<file path="src/rtl/cnn_pkg.sv">
// ----------------------------------------------------------------------------
// cnn_pkg
// Shared definitions for the CNN datapath stages: Q16.16 number format
// constants and the state encoding of the 2x2 average-pool row FSM.
// No ports (package).
// ----------------------------------------------------------------------------
package cnn_pkg;

   localparam int          DATA_WIDTH = 32;
   localparam int          FRAC_BITS  = 16;

   localparam logic [31:0] Q_ONE      = 32'h0001_0000;  // 1.0
   localparam logic [31:0] Q_HALF     = 32'h0000_8000;  // 0.5

   typedef enum logic [1:0] {
      S_ROW0 = 2'd0,   // waiting for the first row of a pair
      S_ROW1 = 2'd1,   // waiting for the second row of a pair
      S_POOL = 2'd2,   // producing one pooled element per cycle
      S_DONE = 2'd3    // pooled row complete, Finished pulse
   } pool_state_t;

endpackage : cnn_pkg

</file>
<file path="src/rtl/avg4_q16.sv">
// ----------------------------------------------------------------------------
// avg4_q16
// Combinational average of four signed fixed-point words. The sum is formed
// two bits wider than the operands so it can never overflow, then divided by
// four with floor rounding (toward minus infinity).
//
// Ports:
//   i_a, i_b, i_c, i_d  in   DataWidth  signed operands
//   o_avg               out  DataWidth  floor((a+b+c+d)/4)
// ----------------------------------------------------------------------------
module avg4_q16
   import cnn_pkg::*;
#(
   parameter int DataWidth = DATA_WIDTH
) (
   input  logic [DataWidth-1:0] i_a,
   input  logic [DataWidth-1:0] i_b,
   input  logic [DataWidth-1:0] i_c,
   input  logic [DataWidth-1:0] i_d,
   output logic [DataWidth-1:0] o_avg
);

   logic [DataWidth+1:0] w_sum;

   assign w_sum = {{2{i_a[DataWidth-1]}}, i_a}
                + {{2{i_b[DataWidth-1]}}, i_b}
                + {{2{i_c[DataWidth-1]}}, i_c}
                + {{2{i_d[DataWidth-1]}}, i_d};

   // Dropping the two LSBs of a two's complement sum is an arithmetic shift
   // right by 2, i.e. floor division by 4. The mean of four in-range values
   // is itself in range, so the top DataWidth bits of the shifted sum are exact.
   assign o_avg = w_sum[DataWidth+1:2];

endmodule : avg4_q16

</file>
<file path="src/rtl/avg_pool_2x2_row.sv">
// ----------------------------------------------------------------------------
// avg_pool_2x2_row
// 2x2 average pooling over successive rows of a feature map. The first row of
// each pair is buffered; once the second row arrives the pooled row is built
// one element per cycle through a single shared averager, then Finished
// pulses for one cycle.
//
// Ports:
//   clk            in   1                   rising-edge clock
//   reset          in   1                   synchronous, active-high
//   RowValid       in   1                   strobe: Neurons holds a row
//   Neurons        in   DataWidth*N         input row, element i at [i*DW +: DW]
//   InReady        out  1                   a RowValid strobe will be accepted
//   Finished       out  1                   one-cycle pulse: pooled row valid
//   PooledNeurons  out  DataWidth*N/2       pooled row, element j at [j*DW +: DW]
// ----------------------------------------------------------------------------
module avg_pool_2x2_row
   import cnn_pkg::*;
#(
   parameter int DataWidth     = DATA_WIDTH,
   parameter int No_of_Neurons = 24            // must be even and >= 2
) (
   input  logic                                 clk,
   input  logic                                 reset,
   input  logic                                 RowValid,
   input  logic [DataWidth*No_of_Neurons-1:0]   Neurons,
   output logic                                 InReady,
   output logic                                 Finished,
   output logic [DataWidth*No_of_Neurons/2-1:0] PooledNeurons
);

   localparam int              NumOut  = No_of_Neurons / 2;
   localparam int              ColW    = (NumOut > 1) ? $clog2(NumOut) : 1;
   localparam logic [ColW-1:0] LastCol = ColW'(NumOut - 1);

   pool_state_t          r_state;
   logic [ColW-1:0]      r_col;
   logic                 r_finished;
   logic [DataWidth-1:0] r_row_buf [No_of_Neurons];
   logic [DataWidth-1:0] r_row_cur [No_of_Neurons];
   logic [DataWidth-1:0] r_pooled  [NumOut];

   logic [DataWidth-1:0] w_avg;

   // Single averager, steered to the 2x2 window selected by r_col.
   avg4_q16 #(
      .DataWidth (DataWidth)
   ) u_avg4 (
      .i_a   (r_row_buf[{r_col, 1'b0}]),
      .i_b   (r_row_buf[{r_col, 1'b1}]),
      .i_c   (r_row_cur[{r_col, 1'b0}]),
      .i_d   (r_row_cur[{r_col, 1'b1}]),
      .o_avg (w_avg)
   );

   // NOTE: sequential state uses non-blocking (<=) assignments so every
   // register samples the pre-edge values, independent of statement order.
   always_ff @(posedge clk) begin
      if (reset) begin
         r_state    <= S_ROW0;
         r_col      <= '0;
         r_finished <= 1'b0;
         // NOTE: the row buffers and pooled row are cleared on reset because
         // PooledNeurons is directly visible and must read zero after reset;
         // this keeps them in flops rather than RAM.
         for (int i = 0; i < No_of_Neurons; i++) begin
            r_row_buf[i] <= '0;
            r_row_cur[i] <= '0;
         end
         for (int j = 0; j < NumOut; j++) begin
            r_pooled[j] <= '0;
         end
      end else begin
         r_finished <= 1'b0;
         case (r_state)
            S_ROW0: begin
               if (RowValid) begin
                  for (int i = 0; i < No_of_Neurons; i++) begin
                     r_row_buf[i] <= Neurons[i*DataWidth +: DataWidth];
                  end
                  r_state <= S_ROW1;
               end
            end
            S_ROW1: begin
               if (RowValid) begin
                  for (int i = 0; i < No_of_Neurons; i++) begin
                     r_row_cur[i] <= Neurons[i*DataWidth +: DataWidth];
                  end
                  r_col   <= '0;
                  r_state <= S_POOL;
               end
            end
            S_POOL: begin
               r_pooled[r_col] <= w_avg;
               // r_col holds at the last column instead of wrapping.
               if (r_col == LastCol) begin
                  r_finished <= 1'b1;
                  r_state    <= S_DONE;
               end else begin
                  r_col <= r_col + 1'b1;
               end
            end
            S_DONE: begin
               r_state <= S_ROW0;
            end
            default: begin
               r_state <= S_ROW0;
            end
         endcase
      end
   end

   // Decoded from state alone: no combinational path from RowValid.
   assign InReady  = (r_state == S_ROW0) || (r_state == S_ROW1);
   assign Finished = r_finished;

   for (genvar g = 0; g < NumOut; g++) begin : g_pack
      assign PooledNeurons[g*DataWidth +: DataWidth] = r_pooled[g];
   end

endmodule : avg_pool_2x2_row

</file>
<file path="config.mk">
export PLATFORM = sky130hd
export DESIGN_NAME = avg_pool_2x2_row
export DESIGN_NICKNAME = d
export VERILOG_FILES = /design/src/rtl/cnn_pkg.sv /design/src/rtl/avg4_q16.sv /design/src/rtl/avg_pool_2x2_row.sv
export SDC_FILE = /design/constraint.sdc
export NUM_CORES = 2
export LEC_CHECK = 0
export BUFFER_PORTS_ARGS = -buffer_cell sky130_fd_sc_hd__buf_4
export CAP_MARGIN = 10
export CORE_AREA = 2 2 450 452
export CTS_CLUSTER_DIAMETER = 120
export DETAILED_ROUTE_END_ITERATION = 10
export DIE_AREA = 0 0 452 454
export PLACE_DENSITY = 0.7
export RECOVER_POWER = 100
export SLEW_MARGIN = 20
export SYNTH_ARGS = -nofsm -noshare
export SYNTH_HDL_FRONTEND = slang
export SYNTH_SLANG_ARGS = --single-unit
</file>
<file path="constraint.sdc">
create_clock -name clk -period 45 [get_ports clk]
set_input_delay 9 -clock clk [delete_from_list [all_inputs] [get_ports clk]]
set_output_delay 9 -clock clk [all_outputs]
set_load 0.01 [all_outputs]
</file>
**Word-level counts from Yosys, hierarchy flattened**

Memory sizes are Yosys's and may differ from the RTL's. A register that Yosys moved wholly into a read port is not among the register bits.
Cells that the tools add are included.

- Equality and inequality tests: 8
- Bitwise logic cells: 49
- Add/sub/neg operators: 4
- Reductions and logical operators: 7
- Muxes and demuxes: 79

Operator list:

| operator | count |
|---|---|
| $mux 32 | 49 |
| $add 34x34->34 | 2 |
| $or 1x1->1 | 48 |
| $mux 5 | 8 |
| $add 32x32->33 | 1 |
| $reduce_or 32->1 | 1 |
| $mux 1 | 14 |
| $mux 4 | 3 |
| $ne 2x2->1 const B | 4 |
| $pmux 2 s4 | 1 |
| $pmux 4 s2 | 1 |
| $mux 2 | 3 |
| $reduce_and 3->1 | 2 |
| $add 4x1->4 const B | 1 |
| $eq 2x2->1 const B | 2 |
| $eq 4x4->1 const B | 1 |
| $eq 2x1->1 const B | 1 |
| $logic_not 2->1 | 1 |
| $reduce_bool 2->1 | 1 |
| $reduce_or 2->1 | 1 |
| $logic_or 1x1->1 | 1 |
| $not 1->1 | 1 |

- Bits in writable memories: 1920
- Register bits: 7
- Memories: 3
- Logic and storage cells: 153

Memory list:

| name | words | bits a word | rd ports | clocked after Yosys merged registers in | write ports | line | text |
|---|---|---|---|---|---|---|---|
| r_row_buf | 24 | 32 | 2 | 2 | 24 | avg_pool_2x2_row.sv:39 | `logic [DataWidth-1:0] r_row_buf [No_of_Neurons];` |
| r_row_cur | 24 | 32 | 2 | 2 | 24 | avg_pool_2x2_row.sv:40 | `logic [DataWidth-1:0] r_row_cur [No_of_Neurons];` |
| r_pooled | 12 | 32 | 12 | 0 | 12 | avg_pool_2x2_row.sv:41 | `logic [DataWidth-1:0] r_pooled [NumOut];` |

**Logic depth before layout (Yosys ltp)**

- Depth after elaboration: 6
- Gate-level depth with buffers: 32

**Modules after synthesis**

From an unflattened synthesis, not the netlist that was laid out.

- Cells, all modules: 5853
- Area total of the unflattened synthesis: 86969.7 um^2

Modules (own cells, without submodules):

| module | seq. area each (um^2) | cells an instance | instances | area each (um^2) |
|---|---|---|---|---|
| avg_pool_2x2_row | 57875.5 | 5286 | 1 | 82646.8 |
| avg4_q16 | 0.0 | 567 | 1 | 4322.9 |

**Worst setup path before layout**

No wires, ideal clock.

- Kind: input to register
- Start: in reset
- End: mem r_row_cur[0][0] (netlist name), enable pin
- Stages: 4
- Arrival: 28100 ps
- Path slack: 15620 ps
- Data required time: 43720 ps
- Setup time: 1280 ps
- Path buffers: 3
- Cells stage by stage: clkbuf_1 -> clkbuf_1 -> clkbuf_1 -> nand2b_1

RTL lines:

| what | line | text |
|---|---|---|
| start: declaration | avg_pool_2x2_row.sv:24 | `input logic reset,` |
| end: declaration | avg_pool_2x2_row.sv:40 |  |

==> flow_summary.json <==
{
  "end_kind": "flop",
  "worst_ep_arrival_time_ns": 28.14,
  "vias_per_cell": 5.348,
  "grt_pass1_wl_um": 349200,
  "finalSetupTns_ns": 0,
  "whs_ns": 0.5455,
  "violations": "capacitance limit, slew limit",
  "cp.required_ns": 45.36,
  "ys_seq_elements": 1931,
  "synth_warnings": 0,
  "die_y_um": 454,
  "fmax_mhz": 36.01,
  "dr.pass1.iters": 6,
  "relSlewSlack_pct": -597.5,
  "layout_setup_ws_ns": 17.23,
  "ff2ff_setup_slack_ns": 28.07,
  "period_share_pct": 61.71,
  "numCtsBuffers": 196,
  "nets": 7335,
  "routabilityCongestion": 0.8595,
  "place_ws_ns": 30.47,
  "leakagePower_nw": 36.46,
  "min_path_type": "reg -> reg",
  "netlist_instances": 5381,
  "clock_path_buffers": 3,
  "tightest_slew_ns": 10.46,
  "cts_tree": "yes",
  "timing.rr.end": "r_row_buf[17][19]",
  "layout_commonest_cell": "edfxtp_1",
  "finalInstanceArea_sq_mm": 0.1010,
  "postCtsSetupRepairBufs": 0,
  "hpwl_um": 182600,
  "syn_to_final_growth_pct": 19.39,
  "netlist_area_sq_mm": 0.08460,
  "final_util_pct": 50.29,
  "cpPeakStageDelay_ns": 6.82,
  "yosys-top-cells-area": "edfxtp_1 68%, mux4_2 10%, and2_1 8.5%",
  "clk_latency_ns": 0.86,
  "grt_max_degree": 267,
  "start_kind": "input pin",
  "crit_buf_inv": 4,
  "hold_viol": 0,
  "hp-start": "r_state[0]",
  "row_count": 165,
  "grt_pass1_vias": 49570,
  "path_cells": "clkbuf_1, nand2b_1, clkbuf_1, clkbuf_1, clkbuf_1",
  "crit_family": "buffers and inverters",
  "finalWirelength_um": 254000,
  "cts_root_buf": "clkbuf_16",
  "grt_usage_pct": 24.06,
  "fp.dieW_um": 452,
  "crit_slowest_cell": "clkbuf_1",
  "ioPinCount": 1157,
  "rr_worst_depth": 7,
  "cpMostUsedCell": "clkbuf_1",
  "layout-drive-gt1-share_pct": 22.73,
  "rsz0062_at_grt": "no",
  "antenna_found_initial": 89,
  "hold_depth": 2,
  "crit_fanout": 172,
  "postSynthAreaPerCell_sq_um": 15.72,
  "postCtsResizedCells": 0,
  "synth_top_area_share_pct": 68.15,
  "async_flop_share_pct": 0,
  "die_area_sq_mm": 0.2052,
  "finalSetupViolCount": 0,
  "portBuffers": 1156,
  "max-vdd-ir-drop_uv": 71.11,
  "syn_nets": 6257,
  "grt-ovfl-total": 0,
  "avgRoutedWirePerCell_um": 27.16,
  "num_vias": 50020,
  "initial_core_util_pct": 42.12,
  "slew_violations": 3574,
  "cap_violations": 54,
  "status": "complete, but fails checks",
  "drt_iter0_markers": 5114,
  "hold_buffers": 0,
  "r2r-start": "r_state[0]",
  "placed_cell_area_sq_mm": 0.09635,
  "drc": 0,
  "synthFlopType": "edfxtp_1",
  "crit_type": "in -> reg",
  "final_cell_mix": "1920 x edfxtp_1, 806 x buf_4, 692 x and2_0",
  "ys_types": 61,
  "clock_skew_ns": 0.07568,
  "coreArea_sq_mm": 0.2009,
  "min_to": "r_state[0]",
  "ant_nets": 0,
  "cts_max_level": 4,
  "path_clk_slew_ns": 0.07,
  "fin_crit_ns": 27.77,
  "synth_area_leader_cell": "edfxtp_1",
  "power_density_mw_per_mm2": 58.56,
  "synth_edf_count": 1920,
  "cts.sinks": 1931,
  "ys_seq_area_share_pct": 68.41
}
[layout make-up]
cell class                 count  area [sq um]
antenna                       58         145.1
sequential                  1931         57890
clock inverter               120          1111
clock buffer                 241          5074
fill                       17070         99860
tap                         2672          3343
inverter                      74         277.8
multi-input combinational   3018         25410
timing repair buffer        1238          7761
[metrics by stage]
stage	instances	total power (W)
global route	9348	0.006162
detailed placement	8931	0.004390
floorplan	5381	0.003568
CTS	9292	0.005952
global placement	8931	0.004323
finish	9352	0.005916
[power breakdown]
part | internal [W] | switching, W
clock network | 0.000862 | 0.000710
registers | 0.00234 | 0.0000688
logic | 0.000564 | 0.00137
total | 0.00377 | 0.00215
[worst max path at each step]
stage | start | to | slack (ns) | cells past startpoint
4_1_cts | reset | r_row_cur[14][4] | 31.42 | 6
3_3_place_gp | reset | r_row_cur[12][15] | 30.70 | 6
6_report | reset | r_row_buf[17][19] | 17.23 | 5
2_1_floorplan | reset | r_row_cur[0][0] | 15.62 | 4
3_5_place_dp | reset | r_row_cur[12][4] | 30.47 | 6
5_1_grt | reset | r_row_buf[20][17] | 15.85 | 5
[Yosys cell counts, types with 4 or more instances]
master       n
edfxtp_1  1920
and2_1    1153
nor2_1     472
mux4_2     384
clkbuf_1   289
nor2b_1    202
mux2i_1    129
nand2_1    120
a21oi_1    115
o21ai_0    111
inv_1       74
ha_1        71
buf_1       63
fa_1        34
a21o_1      33
xor2_1      32
xnor2_1     26
nand2b_1    21
dfxtp_1     11
nand3_1     11
nand4_1     11
nor3_1      11
o21bai_1    11
a211oi_1     8
o21a_1       7
and3_1       6
a31oi_1      5
buf_2        4
[logic make-up (layout without fill, tap and decap cells)]
kind of cell | Yosys count | in the layout | share of synthesized area [%]
XOR/XNOR | 59 | 59 | 0.6197
flip-flops | 1931 | 1931 | 68.41
adder cells (fa/ha/maj) | 105 | 105 | 1.855
AND/OR/NAND/NOR | 2021 | 2021 | 13.19
buffers and inverters | 432 | 1673 | 1.931
multiplexers | 514 | 514 | 11.76
other | 0 | 58 | 0
AO/OA/AOI/OAI | 319 | 319 | 2.239
[sequential cells by signal, summed over array words and instances (netlist names), named ones only]
name	count
r_row_buf	768
r_col	4
Finished	1
r_pooled	384
r_row_cur	768
r_state	2
[per-layer routing]
| layer | GRT usage (%) | wire (um) | part of all wire (%) | vias to the layer above |
|---|---|---|---|---|
| met2 | 39.41 | 124600 | 49 | 2395 |
| met5 | 0 | 202 | 0.080 | - |
| met1 | 30.68 | 98590 | 39 | 25190 |
| met3 | 3.922 | 17400 | 6.9 | 472 |
| met4 | 13.25 | 13130 | 5.2 | 26 |
| li1 | - | - | - | 21930 |
[worst register-to-register path, cell delays in order (launching register included)]
cell      delay, ns
dfxtp_1        0.33
inv_1          0.09
ha_1           0.20
nand2_1        0.12
nand2b_1       2.37
clkbuf_1       2.74
clkbuf_1       6.99
clkbuf_1       3.57
(Power assumes the default switching activity.)
